$ cat src/rtl/tanh4_rr_scheduler.sv
// tanh4_rr_scheduler: round-robin sharing of one 4-bit approximate tanh core among NREQ lanes.
// Define TANH4_SCHED_IN_REG_EN to add an input register stage ahead of the core (latency 2).
module tanh4_rr_scheduler #(
    parameter int NREQ = 4,
    parameter int TW   = $clog2(NREQ)
) (
    input  logic              clk,
    input  logic              rst_n,
    input  logic [NREQ-1:0]   req_valid,
    input  logic [4*NREQ-1:0] req_data,
    output logic [NREQ-1:0]   req_ready,
    output logic              out_valid,
    output logic [3:0]        out_data,
    output logic [TW-1:0]     out_tag,
    input  logic              out_ready,
    input  logic              flush,
    output logic              busy
);
    localparam int            DATA_W   = 4;
    localparam logic [TW:0]   NREQ_W   = (TW+1)'(NREQ);
    localparam logic [TW-1:0] LAST_IDX = TW'(NREQ - 1);

    function automatic logic [DATA_W-1:0] tanh4(input logic [DATA_W-1:0] i);
        logic x;
        logic n4;
        x  = i[0] ^ i[1];
        n4 = ~(~(i[3] | ~(i[0] | i[2])) | x);
        return {~(i[0] ^ n4), (n4 | i[1]) & (x | i[2]), i[0], i[0]};
    endfunction

    logic [TW-1:0]     ptr;
    logic [TW-1:0]     ptr_nxt;
    logic              accept;
    logic              grant_any;
    logic              grant_fire;
    logic [TW-1:0]     grant_idx;
    logic [DATA_W-1:0] grant_data;
    logic [TW:0]       cand;

    logic              vld_p2;
    logic [DATA_W-1:0] data_p2;
    logic [TW-1:0]     tag_p2;
    logic              s2_load;
    logic              s2_vld_in;
    logic [DATA_W-1:0] s2_data_in;
    logic [TW-1:0]     s2_tag_in;

    // Cyclic scan starting at ptr; the first valid lane wins.
    always_comb begin
        grant_any = 1'b0;
        grant_idx = '0;
        cand      = '0;
        for (int k = 0; k < NREQ; k++) begin
            cand = {1'b0, ptr} + (TW+1)'(k);
            if (cand >= NREQ_W) cand = cand - NREQ_W;
            if (!grant_any && req_valid[cand[TW-1:0]]) begin
                grant_any = 1'b1;
                grant_idx = cand[TW-1:0];
            end
        end
    end

    always_comb begin
        grant_data = '0;
        for (int i = 0; i < NREQ; i++) begin
            if (grant_idx == TW'(i)) grant_data = req_data[DATA_W*i +: DATA_W];
        end
    end

    assign grant_fire = grant_any & accept & ~flush & rst_n;
    assign req_ready  = grant_fire ? ({{(NREQ-1){1'b0}}, 1'b1} << grant_idx) : '0;
    assign ptr_nxt    = (grant_idx == LAST_IDX) ? '0 : grant_idx + TW'(1);

    always_ff @(posedge clk or negedge rst_n) begin
        if (!rst_n)          ptr <= '0;
        else if (flush)      ptr <= '0;
        else if (grant_fire) ptr <= ptr_nxt;
    end

    assign s2_load = ~vld_p2 | out_ready;

`ifdef TANH4_SCHED_IN_REG_EN
    logic              vld_p1;
    logic [DATA_W-1:0] raw_p1;
    logic [TW-1:0]     tag_p1;

    assign accept = ~vld_p1 | s2_load;

    // Stage 1: registered raw operand and tag
    always_ff @(posedge clk or negedge rst_n) begin
        if (!rst_n) begin
            vld_p1 <= 1'b0;
            raw_p1 <= '0;
            tag_p1 <= '0;
        end else if (flush) begin
            vld_p1 <= 1'b0;
        end else if (accept) begin
            vld_p1 <= grant_fire;
            if (grant_fire) begin
                raw_p1 <= grant_data;
                tag_p1 <= grant_idx;
            end
        end
    end

    assign s2_vld_in  = vld_p1;
    assign s2_data_in = tanh4(raw_p1);
    assign s2_tag_in  = tag_p1;
    assign busy       = vld_p1 | vld_p2;
`else
    assign accept     = s2_load;
    assign s2_vld_in  = grant_fire;
    assign s2_data_in = tanh4(grant_data);
    assign s2_tag_in  = grant_idx;
    assign busy       = vld_p2;
`endif

    // Stage 2: core result and tag, held stable under backpressure
    always_ff @(posedge clk or negedge rst_n) begin
        if (!rst_n) begin
            vld_p2  <= 1'b0;
            data_p2 <= '0;
            tag_p2  <= '0;
        end else if (flush) begin
            vld_p2 <= 1'b0;
        end else if (s2_load) begin
            vld_p2 <= s2_vld_in;
            if (s2_vld_in) begin
                data_p2 <= s2_data_in;
                tag_p2  <= s2_tag_in;
            end
        end
    end

    assign out_valid = vld_p2;
    assign out_data  = data_p2;
    assign out_tag   = tag_p2;

endmodule

$ cat config.mk
export PLATFORM = sky130hd
export DESIGN_NAME = tanh4_rr_scheduler
export DESIGN_NICKNAME = d
export VERILOG_FILES = /design/src/rtl/tanh4_rr_scheduler.sv
export SDC_FILE = /design/constraint.sdc
export NUM_CORES = 1
export LEC_CHECK = 0
export BUFFER_PORTS_ARGS = -buffer_cell sky130_fd_sc_hd__buf_2
export CORE_MARGIN = 2
export CORE_UTILIZATION = 45
export CTS_CLUSTER_DIAMETER = 50
export DETAILED_ROUTE_END_ITERATION = 8
export PLACE_DENSITY = 0.82
export SYNTH_ARGS = -nofsm -noshare
export SYNTH_HDL_FRONTEND = slang
export SYNTH_SLANG_ARGS = --single-unit
$ cat constraint.sdc
create_clock -name clk -period 5.8 [get_ports clk]
set_input_delay 0.58 -clock clk [delete_from_list [all_inputs] [get_ports clk]]
set_output_delay 0.58 -clock clk [all_outputs]
set_load 0.01 [all_outputs]
Word-level counts from Yosys, hierarchy flattened
Cells that the tools add are included.
W data, S select, Z words.
{"block": "totals", "regBits": 9, "word_cells": 82}
{"block": "classes", "n_addsub": 8, "magnitude_cmp": 8, "n_eq_ne": 3, "n_shift": 1, "mux": 30, "n_bitwise": 18, "reduce_logical": 10}
{"op": "$mux W2", "count": 11}
{"op": "$mux W4", "count": 5}
{"op": "$lt A2 B3 Y1 const B", "count": 4}
{"op": "$mux W1", "count": 10}
{"op": "$ge A3 B3 Y1 const B", "count": 3}
{"op": "$bmux W1 S2", "count": 4}
{"op": "$sub A2 B1 Y2 const B", "count": 4}
{"op": "$add A2 B2 Y3 const B", "count": 2}
{"op": "$not A1 Y1", "count": 6}
{"op": "$or A1 B1 Y1", "count": 6}
{"op": "$and A1 B1 Y1", "count": 4}
{"op": "$eq A2 B2 Y1 const B", "count": 2}
{"op": "$reduce_bool A2 Y1", "count": 2}
{"op": "$shl A1 B2 Y4 const A", "count": 1}
{"op": "$add A2 B1 Y3 const B", "count": 1}
{"op": "$ge A2 B3 Y1 const B", "count": 1}
{"op": "$logic_and A1 B1 Y1", "count": 3}
{"op": "$logic_not A1 Y1", "count": 3}
{"op": "$reduce_and A3 Y1", "count": 1}
{"op": "$add A2 B1 Y2 const B", "count": 1}
{"op": "$eq A2 B1 Y1 const B", "count": 1}
{"op": "$logic_not A2 Y1", "count": 1}
{"op": "$xor A1 B1 Y1", "count": 2}

Logic depth before layout (Yosys ltp)
{"block": "depth", "word_depth": 27, "ltp_mapped": 10}

Worst setup path after synthesis
No wires, ideal clock.
{"block": "synth_timing", "path_type": "input -> output", "from": "input req_valid[2]", "to": "output req_ready[3]", "t_arrival_ns": 1.545, "required_time_ns": 5.220, "setup_slack_ns": 3.675, "stages": 7, "n_path_buf": 0, "cell_sequence": "nand2b_1 a21oi_1 a211o_1 inv_2 ha_1 inv_1 nor2_1"}
{"block": "synth_between", "elab_cells_between_ends": 27}
{"item": "start: declaration", "line_no": "9", "text": "input logic [NREQ-1:0] req_valid,"}
{"item": "$bmux W1 S2", "line_no": "56", "text": "if (!grant_any && req_valid[cand[TW-1:0]]) begin"}
{"item": "$mux W1 (not written as such)", "line_no": "56"}
{"item": "$mux W1", "line_no": "56"}
{"item": "$logic_not A1 Y1", "line_no": "56"}
{"item": "$logic_and A1 B1 Y1", "line_no": "56"}
{"item": "$mux W1", "line_no": "56"}
{"item": "$logic_not A1 Y1", "line_no": "56"}
{"item": "$logic_and A1 B1 Y1", "line_no": "56"}
{"item": "$mux W1", "line_no": "56"}
{"item": "$logic_not A1 Y1", "line_no": "56"}
{"item": "$logic_and A1 B1 Y1", "line_no": "56"}
{"item": "$mux W2 (*)", "line_no": "56"}
{"item": "named net grant_idx[0]", "line_no": "36", "text": "logic [TW-1:0] grant_idx;"}
{"item": "$shl A1 B2 Y4 (*)", "line_no": "71", "text": "assign req_ready = grant_fire ? ({{(NREQ-1){1'b0}}, 1'b1} << grant_idx) : '0;"}
{"item": "$mux W4 (*)", "line_no": "71"}
{"item": "end: declaration", "line_no": "11", "text": "output logic [NREQ-1:0] req_ready,"}
The timed path passes the listed nets; every way through them passes the cells marked *. The select of a mux whose other input is x is not followed.

Worst setup path in the final report
{"block": "layout_timing", "from": "register ptr[1]", "to": "output req_ready[1]"}
{"block": "layout_between", "elab_cells_between_ends": 42}
{"item": "start: declaration", "line_no": "31", "text": "logic [TW-1:0] ptr;"}
{"item": "start signal: assignment", "line_no": "77", "text": "else if (grant_fire) ptr <= ptr_nxt;"}
{"item": "parallel branches: the longest is 13 deep, another holds $add A2 B1 Y3"}
{"item": "$mux W2 (*)", "line_no": "56"}
{"item": "named net grant_idx[0]", "line_no": "36"}
{"item": "$shl A1 B2 Y4 (*)", "line_no": "71"}
{"item": "$mux W4 (*)", "line_no": "71"}
Mark *: on every way through the listed nets, which the timed path passes. The select of a mux whose other input is x is not followed.

==> impl_metrics.toml <==
[logic_synthesis]
syn_area_sq_um = 636
syn_nets = 106
synth.distinct_cells = 30
ys_seq_area_share_pct = 31.5
avgSynthCellArea_sq_um = 8.15
netlist_instances = 78
yosys_warnings = 0
ys_ff_latch = 8

[critical_path]
arrival_ns = 1.89
startpoint_type = "register"
path_max_fanout = 7
cp-end-kind = "primary output"
critPathKind = "reg2out"
worstPathRequired_ns = 5.22

[die]
die_h_microns = 41.6
core_area_sq_um = 1320
io_pins = 36
start_util_pct = 48.2
fp.dieArea_sq_um = 1730
rows = 13
die_w_microns = 41.6

[timing]
finalSetupViolations = 0
finalCritPeriodShare_pct = 42.5
fmax_ghz = 0.405
setup_tns_ns = 0
hold_violations = 0
slew_violations = 0
fin_ws_ns = 3.33
finalClockSkew_ns = 0.00188
hold_ws_ns = 0.177
worstMarginPinSlew_ns = 0.465
rsz0062_at_grt = "false"
relSlewSlack_pct = 68.8
min_period_ns = 2.47

[routing]
ant_nets = 0
first_iter_violations = 32
wire_per_inst_microns = 12.0
viasPerCell = 5.35
totalWireLength_mm = 1.53
dr_total_vias = 679
dr.pass1.iters = 3
drc = 0

[grt]
grt_overflow_total = 0
grt_pass1_vias = 631
grt_max_degree = 13
grt_first_pass_wirelength_mm = 2.69
grt_usage_pct = 19.4
antenna_found_initial = 0

[clock_network]
clk_latency_ns = 0.25
postCtsResizedCells = 0
cts_buffer_depth = 2
postCtsSetupRepairBufs = 0
h-tree-depth = 1
clock_sinks = 8
clkTransAtPathRegs_ns = 0.05
cts_hold_buf = 0
cts_made_buffers = 3
cts_tree = "yes"
clock-root-buffer = "clkbuf_4"

[layout]
mostFrequentLayoutCell = "buf_2"
layout_common_cells = "35 x buf_2, 12 x nand2_1, 8 x dfrtp_1"
regArea_sq_um = 200
multi_input_area_sq_um = 393
nFillCells = 119
layout-drive-gt1-share_pct = 38.4
fin_nets = 142
syn2layout_area_growth_pct = 29.1
diodes = 0
final_area_sq_um = 821

[worst_hold_path]
hold_class = "in2async"

[pwr]
p_per_area_nw_per_um2 = 256
p_comb_share_pct = 44.3
switchingPower_mw = 0.0770
power_leakage_nw = 0.417
power_frac_clock_pct = 19.7
ir_worst_vdd_v = 0.000112
swShare_pct = 36.7
power.internal_mw = 0.133
sequentialPowerShare_pct = 36.1

[run]
max-cap-violations = 0

[place]
place_congestion = 0.802
place_ws_ns = 3.34
dpl-instance-area_sq_um = 798
place_hpwl_mm = 1.24
io_buffers = 35

[run_status]
status = "finished, final reports clean"
-- worst max-delay path, cell delays in order (launching register included) --
cell and delay (ns):
dfrtp_1 0.44, nand2b_1 0.13, a21oi_1 0.06, a211o_1 0.33, inv_2 0.10, ha_1 0.29, and2_1 0.16, buf_2 0.12
-- synthesized netlist by cell type --
library cell  instances  area share [%]
a211o_1               1             1.4
a211oi_1              1             1.2
a211oi_2              1             2.0
a21oi_1               5             3.9
a22oi_1               2             2.4
a31o_2                1             1.4
a31oi_1               1            0.98
and2_1                3             3.0
and4b_1               1             1.6
buf_2                 1            0.79
buf_4                 2             2.4
buf_6                 1             1.8
dfrtp_1               8              31
ha_1                  4             7.9
inv_1                 2             1.2
inv_2                 1            0.59
mux2i_1               1             1.6
nand2_1              12             7.1
nand2b_1              4             3.9
nand3_1               1            0.79
nand3b_1              2             2.4
nand4b_1              1             1.4
nor2_1                6             3.5
nor2_2                1            0.98
nor2b_2               1             1.4
nor3b_1               1             1.2
o211ai_1              3             3.5
o21ai_0               4             3.1
o21ai_1               3             2.4
o22ai_1               3             3.0
-- power by group through the flow --
stage               Clock (mW)  Sequential (mW)  Combinational [mW]
floorplan                    0           0.0823              0.0575
global placement             0           0.0766              0.0908
detailed placement           0           0.0767              0.0927
CTS                     0.0427           0.0757              0.0933
global route            0.0475           0.0769               0.104
finish                  0.0413           0.0757              0.0928
-- registers in the layout, indices dropped and copies added, names as in the netlist --
name,flops
out_data,3
out_tag,2
ptr,2
busy,1
-- worst paths after layout --
check / startpoint / to / slack [ns] / cells past startpoint
hold reg to reg: out_tag[1] / out_tag[1] / 0.48 / 2
hold / removal: rst_n / out_data[2] / 0.18 / 1
setup reg to reg: ptr[1] / out_data[3] / 3.62 / 10
max in group asynchronous: rst_n / busy / 5.44 / 1
setup / recovery: ptr[1] / req_ready[1] / 3.33 / 7
min in group clk: out_tag[1] / out_tag[1] / 0.48 / 2
-- per-stage QoR --
stage / total power [mW] / util [%] / instances
floorplan: 0.140 / - / 78
global placement: 0.167 / 60.6 / 124
detailed placement: 0.169 / 60.6 / 124
CTS: 0.212 / 62.3 / 127
global route: 0.228 / 62.3 / 127
finish: 0.210 / 62.3 / 127
-- routing by layer --
metal | track usage (%) | vias up | wire (microns)
met5 | 0 | - | 0
met4 | 5.81 | 0 | 0
met3 | 3.91 | 0 | 108
met2 | 32.2 | 31 | 716
met1 | 25.3 | 303 | 703
li1 | - | 345 | -
-- area by class of cell --
type / instances / area share (%)
inverters: 3 / 1.37
clock buffers: 3 / 2.74
repair buffers: 35 / 21.3
multi-input cells: 63 / 47.9
flip-flops and latches: 8 / 24.4
well taps: 15 / 2.29
-- cell families after synthesis --
logic type      share of synthesized area (%)
compound gates                           25.2
fa+ha+maj                                7.87
buf+inv                                  6.69
flops                                    31.5
mux                                      1.57
simple gates                             27.2
(Power assumes the default switching activity.)
